File: config.mk
export PLATFORM = sky130hd
export DESIGN_NAME = link_receiver
export DESIGN_NICKNAME = d
export VERILOG_FILES = /design/src/rtl/link_receiver.sv
export SDC_FILE = /design/constraint.sdc
export NUM_CORES = 1
export LEC_CHECK = 0
export BUFFER_PORTS_ARGS = -buffer_cell sky130_fd_sc_hd__buf_2
export CORE_MARGIN = 1
export CORE_UTILIZATION = 45
export DETAILED_ROUTE_END_ITERATION = 10
export GPL_TIMING_DRIVEN = 0
export HOLD_SLACK_MARGIN = 0.06
export PLACE_DENSITY = 0.72
export SLEW_MARGIN = 25
export SYNTH_ARGS = -nofsm -noshare
export SYNTH_HDL_FRONTEND = slang
export SYNTH_SLANG_ARGS = --single-unit
File: constraint.sdc
create_clock -name LINK_CLK -period 8.5 [get_ports LINK_CLK]
set_input_delay 0.85 -clock LINK_CLK [delete_from_list [all_inputs] [get_ports LINK_CLK]]
set_output_delay 0.85 -clock LINK_CLK [all_outputs]
set_load 0.02 [all_outputs]
File: src/rtl/link_receiver.sv
// link_receiver: serial link receive stage with framing check and receive FIFO.
// Deserializes S_IN (MSB first) into words framed by the SYNC pulse, which
// coincides with the last bit of each word, and queues them for game logic.
//
// Ports:
//   LINK_CLK  in   link clock (shared with the serializer)
//   RESETN    in   synchronous active-low reset
//   S_IN      in   serial data, first bit = RX_DATA[0]
//   SYNC      in   one-cycle pulse on the last bit of a word
//   RX_DATA   out  head-of-FIFO word, [0:DATA_WIDTH-1] ordering
//   RX_VALID  out  FIFO non-empty
//   RX_ACK    in   pop head word (ignored while RX_VALID=0)
//   RX_LEVEL  out  FIFO occupancy 0..FIFO_DEPTH
//   FRAME_ERR out  sticky: SYNC arrived before MIN_BITS quiet cycles
//   OVERFLOW  out  sticky: valid word dropped on a full FIFO
//   CLR_ERR   in   clear both sticky flags (a new error wins)
module link_receiver #(
  parameter int DATA_WIDTH = 16,
  parameter int FIFO_DEPTH = 4,
  parameter int MIN_BITS   = 15
) (
  input  logic                            LINK_CLK,
  input  logic                            RESETN,
  input  logic                            S_IN,
  input  logic                            SYNC,
  output logic [0:DATA_WIDTH-1]           RX_DATA,
  output logic                            RX_VALID,
  input  logic                            RX_ACK,
  output logic [$clog2(FIFO_DEPTH+1)-1:0] RX_LEVEL,
  output logic                            FRAME_ERR,
  output logic                            OVERFLOW,
  input  logic                            CLR_ERR
);

  localparam int GAP_W = 5;
  localparam int PTR_W = $clog2(FIFO_DEPTH);
  localparam int LVL_W = $clog2(FIFO_DEPTH+1);

  localparam logic [GAP_W-1:0] GAP_MAX = '1;
  localparam logic [GAP_W-1:0] GAP_MIN = GAP_W'(MIN_BITS);
  localparam logic [LVL_W-1:0] LVL_FULL = LVL_W'(FIFO_DEPTH);

  // Datapath state
  logic [DATA_WIDTH-2:0] r_shift;
  logic [GAP_W-1:0]      r_gap;

  // FIFO state
  logic [DATA_WIDTH-1:0] r_mem [FIFO_DEPTH];
  logic [PTR_W-1:0]      r_wptr;
  logic [PTR_W-1:0]      r_rptr;
  logic [LVL_W-1:0]      r_level;

  // Sticky flags
  logic r_frame_err;
  logic r_overflow;

  // Combinational control
  logic [DATA_WIDTH-1:0] w_word;
  logic                  w_sync_ok;
  logic                  w_frame;
  logic                  w_empty;
  logic                  w_full;
  logic                  w_pop;
  logic                  w_push;
  logic                  w_drop;

  // The word closes on the SYNC bit, so the current S_IN is its LSB.
  assign w_word = {r_shift, S_IN};

  assign w_sync_ok = SYNC && (r_gap >= GAP_MIN);
  assign w_frame   = SYNC && (r_gap <  GAP_MIN);

  assign w_empty = (r_level == '0);
  assign w_full  = (r_level == LVL_FULL);

  // A pop frees a slot this same edge, so a full FIFO still accepts
  // a push when it coincides with an ACK.
  assign w_pop  = RX_ACK && !w_empty;
  assign w_push = w_sync_ok && (!w_full || w_pop);
  assign w_drop = w_sync_ok && w_full && !w_pop;

  // Shift register and gap counter
  always_ff @(posedge LINK_CLK) begin
    if (!RESETN) begin
      r_shift <= '0;
      r_gap   <= '0;
    end else begin
      r_shift <= {r_shift[DATA_WIDTH-3:0], S_IN};
      if (SYNC)
        r_gap <= '0;
      else if (r_gap != GAP_MAX)
        r_gap <= r_gap + GAP_W'(1);
    end
  end

  // FIFO storage; cleared on reset so RX_DATA reads zero afterwards
  always_ff @(posedge LINK_CLK) begin
    if (!RESETN) begin
      for (int i = 0; i < FIFO_DEPTH; i++)
        r_mem[i] <= '0;
    end else if (w_push) begin
      r_mem[r_wptr] <= w_word;
    end
  end

  // FIFO pointers and occupancy
  always_ff @(posedge LINK_CLK) begin
    if (!RESETN) begin
      r_wptr  <= '0;
      r_rptr  <= '0;
      r_level <= '0;
    end else begin
      if (w_push)
        r_wptr <= r_wptr + PTR_W'(1);
      if (w_pop)
        r_rptr <= r_rptr + PTR_W'(1);
      unique case ({w_push, w_pop})
        2'b10:   r_level <= r_level + LVL_W'(1);
        2'b01:   r_level <= r_level - LVL_W'(1);
        default: r_level <= r_level;
      endcase
    end
  end

  // Sticky error flags: a new error in the clear cycle keeps the flag set
  always_ff @(posedge LINK_CLK) begin
    if (!RESETN) begin
      r_frame_err <= 1'b0;
      r_overflow  <= 1'b0;
    end else begin
      r_frame_err <= w_frame | (r_frame_err & ~CLR_ERR);
      r_overflow  <= w_drop  | (r_overflow  & ~CLR_ERR);
    end
  end

  // Outputs; the MSB of the stored word is the first bit received
  assign RX_DATA   = r_mem[r_rptr];
  assign RX_VALID  = !w_empty;
  assign RX_LEVEL  = r_level;
  assign FRAME_ERR = r_frame_err;
  assign OVERFLOW  = r_overflow;

endmodule

==> flow_summary_export.csv, run 1 <==
group,metric,value,unit
run_status,status,"finished clean",
place,gp_congestion,0.678,
global_routing,grt_max_degree,19,
layout,syn_to_final_growth,12.9,%
yosys,yosysWarningCount,0,
route,initialDrtViolationCount,85,
run,max_cap_viol_count,0,
yosys,synth-edff-count,64,
floorplanning,die_w,96.3,um
sta,setup_viol,0,
place,place_area,4310,um^2
yosys,yosysSeqAreaShare,63.5,%
cts,htree_levels,3,
critical_path,cp-end-kind,"primary output",
floorplanning,die_h,96.3,um
floorplanning,start_util,46.1,%
layout,drive_above_1_share,25.4,%
cts,path_clk_slew,100,ps
layout,antennaDiodeCount,0,
layout,num-nets-final,324,
route,ant_nets,0,
critical_path,crit_fanout,10,
sta,fmax,323,MHz
cts,postCtsSetupBuffers,0,
floorplanning,ios,28,
sta,grt_setup_unrepaired,"false",
power,max-vdd-ir-drop,0.0922,mV
floorplanning,die_area,9280,um^2
cts,cts_sinks,95,
layout,fin_util,52.1,%
sta,min_period_over_period,36.4,%
sta,fin_skew,19.2,ps
critical_path,worstSetupPathType,"register to primary output",
layout,seqCellArea,2540,um^2
sta,min_period,3100,ps
sta,relSlewSlack,38.7,%
critical_path,r2r_end,"r_mem[0][4]",
sta,setup_tns,0,ps
sta,drv_slew,0,
cts,root_buffer,"clkbuf_8",
route,firstDrtPassIters,4,
critical_path,r2r-start,"r_gap[0]",
critical_path,cp.required,7650,ps
critical_path,crit_family,"buffers and inverters",
hold_path,hold_start,"r_gap[3]",
global_routing,grt_pass1_wl,11.2,mm
yosys,synth_cell_types,38,
cts,cts_resized,0,
layout,stdcell_area,4520,um^2
floorplanning,rows,34,
global_routing,grt_overflow,0,
sta,hold_viol,0,
hold_path,whs_endpoint,"r_gap[3]",
yosys,synthCells,274,
critical_path,critical_path_buf_inv_count,3,
place,port_buffers,27,
route,vias,2154,
power,finalPower,921,uW
route,route.detailed.drc,0,
cts,cts_tree,"done",
yosys,postSynth.asyncResetShare,0,%
yosys,synth_ff_type,"edfxtp_1",
cts,ctsHoldBuffers,0,
yosys,syn_nets,284,
cts,clockBufferDepth,2,
layout,num-fill-cells,736,
global_routing,grt_pass1_vias,2217,
global_routing,grtUsageTotal,16.8,%
power,p_per_area,204,nW/um^2
cts,cts_buffers,9,
critical_path,critPathSlowestCell,"clkbuf_1",
critical_path,crit_chain,"clkbuf_1 -> clkbuf_1 -> mux4_2 -> buf_2",
route,wl,6.97,mm
critical_path,ff2ff_path_depth,7,
route,wl_per_cell,16.3,um
floorplanning,coreArea,8680,um^2
power,cellLeakagePower,1.73,nW
yosys,synth-seq-cells,95,
sta,worstMarginPinSlew,919,ps
critical_path,regToRegSetupSlack,5680,ps
place,dpl.hpwl,4.53,mm
critical_path,slowest_delay,590,ps
hold_path,hp-class,"register to register",
sta,hold-worst-slack,515,ps
cts,clk_latency,360,ps
critical_path,startpoint_type,"register",
layout,multi_input_area,1380,um^2
yosys,synth.avg_cell_area,14.6,um^2
yosys,synth.cell_area,4000,um^2
route,avgViaCountPerCell,5.04,
hold_path,hold_path_depth,2,
critical_path,arrival,2250,ps
global_routing,antenna_found_initial,0,
critical_path,cp_common_cell,"clkbuf_1",
[cell families after synthesis]
family	share of synthesized area [%]
multiplexers	10.3
AO/OA/AOI/OAI	2.41
AND/OR/NAND/NOR	18.9
flip-flops	63.5
adder cells (fa/ha/maj)	1.44
buffers and inverters	2.22
XOR/XNOR	1.31
[synth_stat cells, types with 2 or more instances]
cell type | instances | area (um^2)
dfxtp_1 | 31 | 621
edfxtp_1 | 64 | 1920
clkbuf_1 | 7 | 26.3
buf_6 | 3 | 33.8
nand2b_1 | 4 | 25.0
nand2_1 | 7 | 26.3
inv_1 | 5 | 18.8
mux4_2 | 16 | 360
mux2i_1 | 5 | 50.1
xor2_1 | 3 | 26.3
nor2b_1 | 3 | 18.8
a21oi_1 | 3 | 15.0
and2_2 | 5 | 37.5
xnor2_1 | 3 | 26.3
nor3b_4 | 2 | 37.5
buf_2 | 2 | 10.0
o21ai_0 | 3 | 15.0
nor2_1 | 6 | 22.5
and2_1 | 81 | 507
ha_1 | 3 | 37.5
[worst max path at each step]
stage | end | slack, ps | depth (start not counted)
floorplan | r_mem[1][0] | 5730 | 3
global placement | r_mem[1][10] | 4590 | 4
detailed placement | r_mem[0][13] | 5490 | 5
CTS | RX_DATA[10] | 5360 | 4
global route | RX_DATA[10] | 5270 | 4
finish | RX_DATA[10] | 5400 | 4
[sequential cells by signal, indices dropped and copies added (netlist names), named ones only]
name	count
r_rptr	2
r_gap	5
RX_LEVEL	3
r_wptr	2
OVERFLOW	1
r_mem	64
FRAME_ERR	1
r_shift	15
[cell usage in the layout, fill, tap and decap left out, types with 2 or more instances in the layout]
cell and count:
a21oi_1 3, and2_1 81, and2_2 5, buf_2 29, buf_6 4, clkbuf_1 7, clkbuf_8 9, dfxtp_1 31
edfxtp_1 64, ha_1 3, inv_1 5, inv_6 2, mux2i_1 5, mux4_2 16, nand2_1 7, nand2b_1 4
nor2_1 6, nor2b_1 3, nor3b_4 2, o21ai_2 2, xnor2_1 3, xor2_1 3
[per-layer routing]
layer | vias up | routed length (um) | track usage [%]
li1 | 1046 | - | -
met1 | 1055 | 3050 | 20.1
met2 | 43 | 3570 | 29.1
met3 | 10 | 263 | 5.21
met4 | 0 | 82 | 4.66
met5 | - | 0 | 0
[area by class of cell]
cell class,instances,share of cell area [%]
clock buffer,9,2.74
clock inverter,7,1.97
tap,108,2.99
buffer,12,1.55
inverter,5,0.415
multi-input combinational,162,30.5
timing repair buffer,29,3.57
sequential,95,56.3
[metrics by stage]
stage	cells	setup WS (ps)
after floorplan	274	5730
after CTS	427	5360
after global placement	409	4590
after global routing	427	5270
final	427	5400
after detailed placement	411	5490
[report_power, final]
group	switching, mW	internal (mW)
registers	0.00731	0.507
logic	0.0537	0.0427
clock network	0.167	0.143
[tightest hold or removal path, stage by stage (launching register included)]
cell and delay (ps):
dfxtp_1 340, o21ai_0 80, a21oi_1 60
Power figures use the tool's default switching activity.
==> run 2, diff against run 1 <==
--- a/config.mk
+++ b/config.mk
@@ -5,6 +5,7 @@
 export SDC_FILE = /design/constraint.sdc
 export NUM_CORES = 1
 export LEC_CHECK = 0
+export ABC_AREA = 1
 export BUFFER_PORTS_ARGS = -buffer_cell sky130_fd_sc_hd__buf_2
 export CORE_MARGIN = 1
 export CORE_UTILIZATION = 45
==> constraint.sdc (replaced) <==
create_clock -name LINK_CLK -period 3 [get_ports LINK_CLK]
set_input_delay 0.3 -clock LINK_CLK [delete_from_list [all_inputs] [get_ports LINK_CLK]]
set_output_delay 0.3 -clock LINK_CLK [all_outputs]
set_load 0.02 [all_outputs]
==> flow_summary_export.csv, run 2 <==
group,metric,value,unit
layout,drive_above_1_share,15.6,%
global_routing,grt_overflow,0,
sta,hold_viol,0,
yosys,yosys.area.top_type,"edfxtp_1",
route,route.detailed.drc,0,
sta,fin_skew,15.0,ps
global_routing,grt_max_degree,18,
route,ant_nets,0,
sta,min_period_over_period,90.9,%
critical_path,worstSetupPathType,"register to register",
layout,layout_commonest_cell,"nor2_1",
global_routing,grt_pass1_wl,12.4,mm
run,max_cap_viol_count,0,
cts,root_buffer,"clkbuf_8",
floorplanning,coreArea,8340,um^2
critical_path,startpoint_type,"register",
route,initialDrtViolationCount,193,
sta,hold-worst-slack,139,ps
power,cellLeakagePower,1.74,nW
floorplanning,die_h,95.3,um
yosys,synth_area_leaders,"edfxtp_1 49%, dfxtp_1 16%, nor2_1 9.5%, o21ai_0 5.2%, inv_1 4.8%",
yosys,postSynth.asyncResetShare,0,%
yosys,synth.cell_area,3920,um^2
critical_path,critical_path_buf_inv_count,3,
critical_path,critPathSlowestCell,"o21ai_2",
global_routing,grt_pass1_vias,2590,
critical_path,crit_family,"simple AND/OR/NAND/NOR gates",
floorplanning,die_area,9090,um^2
power,finalPower,3.09,mW
global_routing,antenna_found_initial,0,
run_status,status,"finished clean",
layout,largest_register,"r_mem",
yosys,yosysSeqAreaShare,64.9,%
critical_path,arrival,2800,ps
cts,clk_latency,370,ps
layout,num-nets-final,442,
place,dpl.hpwl,5.30,mm
hold_path,hp-class,"input pin to register",
sta,drv_slew,0,
critical_path,crit_chain,"ha_1 -> inv_1 -> nor3_1 -> ha_1 -> inv_1 -> nand3_2 -> nand3_4 -> nor2_4 -> nand2_1 -> o21ai_2 -> buf_6",
cts,cts_buffers,9,
yosys,synth_most_common_cell,"nor2_1",
sta,min_period,2730,ps
floorplanning,rows,33,
yosys,yosysWarningCount,0,
layout,largestRegisters,"r_mem: 64 flops, r_shift: 15 flops, r_gap: 5 flops",
floorplanning,ios,28,
yosys,synth-edff-count,64,
critical_path,crit_fanout,10,
route,wl_per_cell,14.6,um
floorplanning,die_w,95.3,um
route,vias,2698,
sta,fmax,367,MHz
route,firstDrtPassIters,4,
yosys,synth-seq-cells,95,
yosys,synth_cell_types,27,
cts,cts_tree,"done",
floorplanning,start_util,47.0,%
yosys,synth_top_cell_area_share,49.0,%
sta,worst_slack,274,ps
cts,cts_sinks,95,
layout,antennaDiodeCount,0,
yosys,synth_common_cells,"99 x nor2_1, 64 x edfxtp_1, 50 x inv_1",
route,wl,7.90,mm
critical_path,regToRegSetupSlack,270,ps
layout,layout_common_cells,"99 x nor2_1, 64 x edfxtp_1, 50 x inv_1",
cts,htree_levels,3,
layout,final_cells,542,
power,max-vdd-ir-drop,0.444,mV
sta,setup_viol,0,
power,p_per_area,695,nW/um^2
sta,worstMarginPinSlew,614,ps
yosys,syn_nets,402,
layout,largest_register_ff_count,64,
critical_path,slowest_delay,440,ps
global_routing,grtUsageTotal,18.9,%
sta,grt_setup_unrepaired,"false",
critical_path,cp.required,3080,ps
place,gp_congestion,0.770,
route,avgViaCountPerCell,4.98,
cts,ctsHoldBuffers,0,
place,port_buffers,26,
cts,path_clk_slew,90,ps
place,placedCellCount,526,
yosys,synthCells,392,
layout,syn_to_final_growth,13.6,%
yosys,synth.avg_cell_area,10.0,um^2
critical_path,cp-end-kind,"register",
sta,relSlewSlack,59.0,%
cts,clockBufferDepth,2,
yosys,synth_ff_type,"edfxtp_1",
place,post-place-ws,-12.8,ps
==> run 2: power breakdown <==
group	leakage (nW)	internal (mW)	switching [mW]	total [mW]
combinational	0.722	0.225	0.516	0.741
sequential	0.912	1.46	0.0446	1.50
clock	0.101	0.394	0.457	0.851
total	1.74	2.07	1.02	3.09
==> run 2: cell families after synthesis <==
kind of cell               synth area share [%]
and+or+nand+nor                            17.3
DFF                                        64.9
xor gates and xnor gates                  0.223
adders and majority gates                  1.47
buffers and inverters                      6.93
AOI/OAI and AO/OA                          9.19
==> run 2: worst paths after layout <==
| kind | from | endpoint | cells after the start |
|---|---|---|---|
| setup / recovery | r_gap[0] | r_mem[2][11] | 11 |
| hold / removal | S_IN | r_shift[0] | 3 |
| setup reg to reg | r_gap[0] | r_mem[2][11] | 11 |
| hold reg to reg | r_shift[0] | r_shift[1] | 2 |
==> run 2: through the flow <==
step	setup TNS [ps]	utilization (%)	cell area, um^2
global placement	-23910	50.2	4190
detailed placement	-191	50.9	4240
global route	0	53.4	4450
finish	0	53.4	4450
CTS	0	53.3	4450
floorplan	0	-	3930
==> run 2: layout make-up <==
| cell class | instances | area (um^2) |
|---|---|---|
| well taps | 105 | 131 |
| flip-flops and latches | 95 | 2540 |
| multi-input cells | 229 | 1130 |
| inverters | 53 | 199 |
| plain buffers | 15 | 72.6 |
| repair buffers | 29 | 171 |
| clock inverters | 7 | 77.6 |
| fillers | 771 | 3890 |
| clock buffers | 9 | 124 |
==> run 2: worst min-delay path, stage by stage <==
cell and delay [ps]:
buf_2 80, nand2_1 50, inv_1 40
==> run 2: metal layers <==
layer | part of all wire [%] | global-route usage, % | vias up
met5 | 0 | 0 | -
met4 | 1.0 | 7.32 | 0
met3 | 3.4 | 3.35 | 7
met2 | 51 | 32.6 | 42
met1 | 45 | 23.5 | 1274
li1 | - | - | 1375
==> run 2: timing repair <==
item	in CTS	in global routing
setup buffers	0	0
cloned	0	0
gates resized for setup	1	1
setup endpoints to repair	16	16
==> run 3, diff against run 2 <==
--- a/config.mk
+++ b/config.mk
@@ -9,10 +9,12 @@
 export BUFFER_PORTS_ARGS = -buffer_cell sky130_fd_sc_hd__buf_2
 export CORE_MARGIN = 1
 export CORE_UTILIZATION = 45
+export CTS_CLUSTER_DIAMETER = 50
 export DETAILED_ROUTE_END_ITERATION = 10
 export GPL_TIMING_DRIVEN = 0
 export HOLD_SLACK_MARGIN = 0.06
 export PLACE_DENSITY = 0.72
+export REMOVE_ABC_BUFFERS = 1
 export SLEW_MARGIN = 25
 export SYNTH_ARGS = -nofsm -noshare
 export SYNTH_HDL_FRONTEND = slang
==> flow_summary_export.csv, run 3 (synthesis gave the netlist of run 2 again) <==
group,metric,value,unit
run_status,status,"finished clean",
place,dpl.hpwl,4.71,mm
layout,num-nets-final,430,
power,p_per_area,672,nW/um^2
cts,path_clk_slew,90,ps
floorplanning,rows,33,
place,gp_congestion,0.713,
hold_path,hp-class,"input pin to register",
route,route.detailed.drc,0,
layout,largest_register_ff_count,64,
cts,cts_buffers,9,
place,post-place-ws,-255,ps
cts,ctsHoldBuffers,0,
place,place_area,4170,um^2
sta,fmax,367,MHz
layout,fin_util,52.6,%
critical_path,ff2ff_path_depth,10,
sta,setup_tns,0,ps
cts,clk_latency,360,ps
sta,worst_slack,276,ps
hold_path,hold_start,"S_IN",
layout,layout_common_cells,"99 x nor2_1, 64 x edfxtp_1, 50 x inv_1",
global_routing,grt_max_degree,34,
sta,setup_viol,0,
critical_path,r2r_end,"r_mem[0][2]",
floorplanning,die_w,95.3,um
cts,cts_sinks,95,
layout,antennaDiodeCount,0,
cts,root_buffer,"clkbuf_8",
layout,largest_register,"r_mem",
route,wl_per_cell,14.4,um
power,cellLeakagePower,1.70,nW
global_routing,grt_pass1_wl,12.3,mm
floorplanning,die_area,9090,um^2
hold_path,hold_path_depth,3,
route,wl,7.64,mm
run,max_cap_viol_count,0,
route,vias,2670,
sta,hold_viol,0,
floorplanning,coreArea,8340,um^2
floorplanning,ios,28,
route,firstDrtPassIters,4,
sta,relSlewSlack,36.6,%
power,max-vdd-ir-drop,0.413,mV
critical_path,regToRegSetupSlack,280,ps
layout,stdcell_area,4380,um^2
layout,syn_to_final_growth,11.8,%
floorplanning,die_h,95.3,um
sta,min_period,2720,ps
route,ant_nets,0,
route,avgViaCountPerCell,5.04,
critical_path,cp.required,3060,ps
hold_path,whs_endpoint,"r_shift[0]",
place,port_buffers,27,
sta,drv_slew,0,
global_routing,grtUsageTotal,18.5,%
critical_path,crit_fanout,19,
cts,clockBufferDepth,2,
sta,fin_skew,15.7,ps
global_routing,grt_pass1_vias,2632,
global_routing,grt_overflow,0,
critical_path,startpoint_type,"register",
route,initialDrtViolationCount,186,
critical_path,worstSetupPathType,"register to register",
sta,worstMarginPinSlew,951,ps
critical_path,arrival,2780,ps
critical_path,r2r-start,"r_gap[0]",
layout,drive_above_1_share,15.8,%
sta,grt_setup_unrepaired,"false",
floorplanning,start_util,47.0,%
cts,cts_tree,"done",
sta,min_period_over_period,90.8,%
critical_path,cp-end-kind,"register",
global_routing,antenna_found_initial,0,
layout,largestRegisters,"r_mem: 64 flops, r_shift: 15 flops, r_gap: 5 flops",
layout,layout_commonest_cell,"nor2_1",
cts,htree_levels,3,
[run 3: cell count changes in the layout (fill, tap and decap cells not counted), sizes merged]
cell    delta
clkinv     +2
bufinv     -1
clkbuf    -12
inv        -1
[run 3: worst max path at each step]
| stage | startpoint | endpoint | slack (ps) | depth (start not counted) |
|---|---|---|---|---|
| after floorplan | r_gap[0] | r_mem[2][0] | -100 | 10 |
| after global placement | r_gap[0] | r_mem[2][14] | -1300 | 10 |
| after detailed placement | r_gap[0] | r_mem[0][1] | -260 | 10 |
| after CTS | r_gap[0] | r_mem[2][2] | 20 | 11 |
| after global routing | r_gap[0] | r_mem[0][13] | 70 | 10 |
| final | r_gap[0] | r_mem[0][2] | 280 | 10 |
[run 3: through the flow]
stage | instances | power [mW] | hold slack (ps)
detailed placement | 512 | 2.24 | 424
global route | 530 | 3.10 | 157
global placement | 509 | 2.22 | 414
finish | 530 | 2.94 | 169
CTS | 528 | 2.97 | 158
floorplan | 377 | 2.00 | 409
[run 3: worst max-delay path: stages (launching register included)]
cell and delay [ps]:
dfxtp_1 420, ha_1 200, inv_1 60, nor3_1 230, ha_1 200, inv_1 50
nand3_2 120, nand3_4 260, nor2_4 260, nand3_4 330, nand2_8 290
[run 3: area by class of cell]
class | instances | area (um^2)
Clock inverter | 7 | 46.3
Inverter | 53 | 199
Multi-Input combinational cell | 229 | 1150
Tap cell | 105 | 131
Sequential cell | 95 | 2540
Timing Repair Buffer | 32 | 188
Clock buffer | 9 | 124
Fill cell | 763 | 3960
[run 3: repair_timing]
item / in CTS / in global routing
buffers inserted: 0 / 2
gates resized for setup: 3 / 2
setup endpoints to repair: 32 / 29
pin swaps: 0 / 1
[run 3: report_power, final]
| group | leakage [nW] | switching (mW) | total (mW) | internal (mW) |
|---|---|---|---|---|
| logic | 0.707 | 0.449 | 0.665 | 0.215 |
| registers | 0.913 | 0.0857 | 1.54 | 1.46 |
| clock network | 0.0851 | 0.435 | 0.737 | 0.301 |
[run 3: metal layers]
layer	GRT usage, %	share of wire [%]	vias to the layer above	wire length (um)
met3	4.94	5.4	12	410
met4	8.08	1.5	0	114
met2	31.8	51	71	3870
met5	0	0	-	0
li1	-	-	1351	-
met1	21.6	42	1236	3250
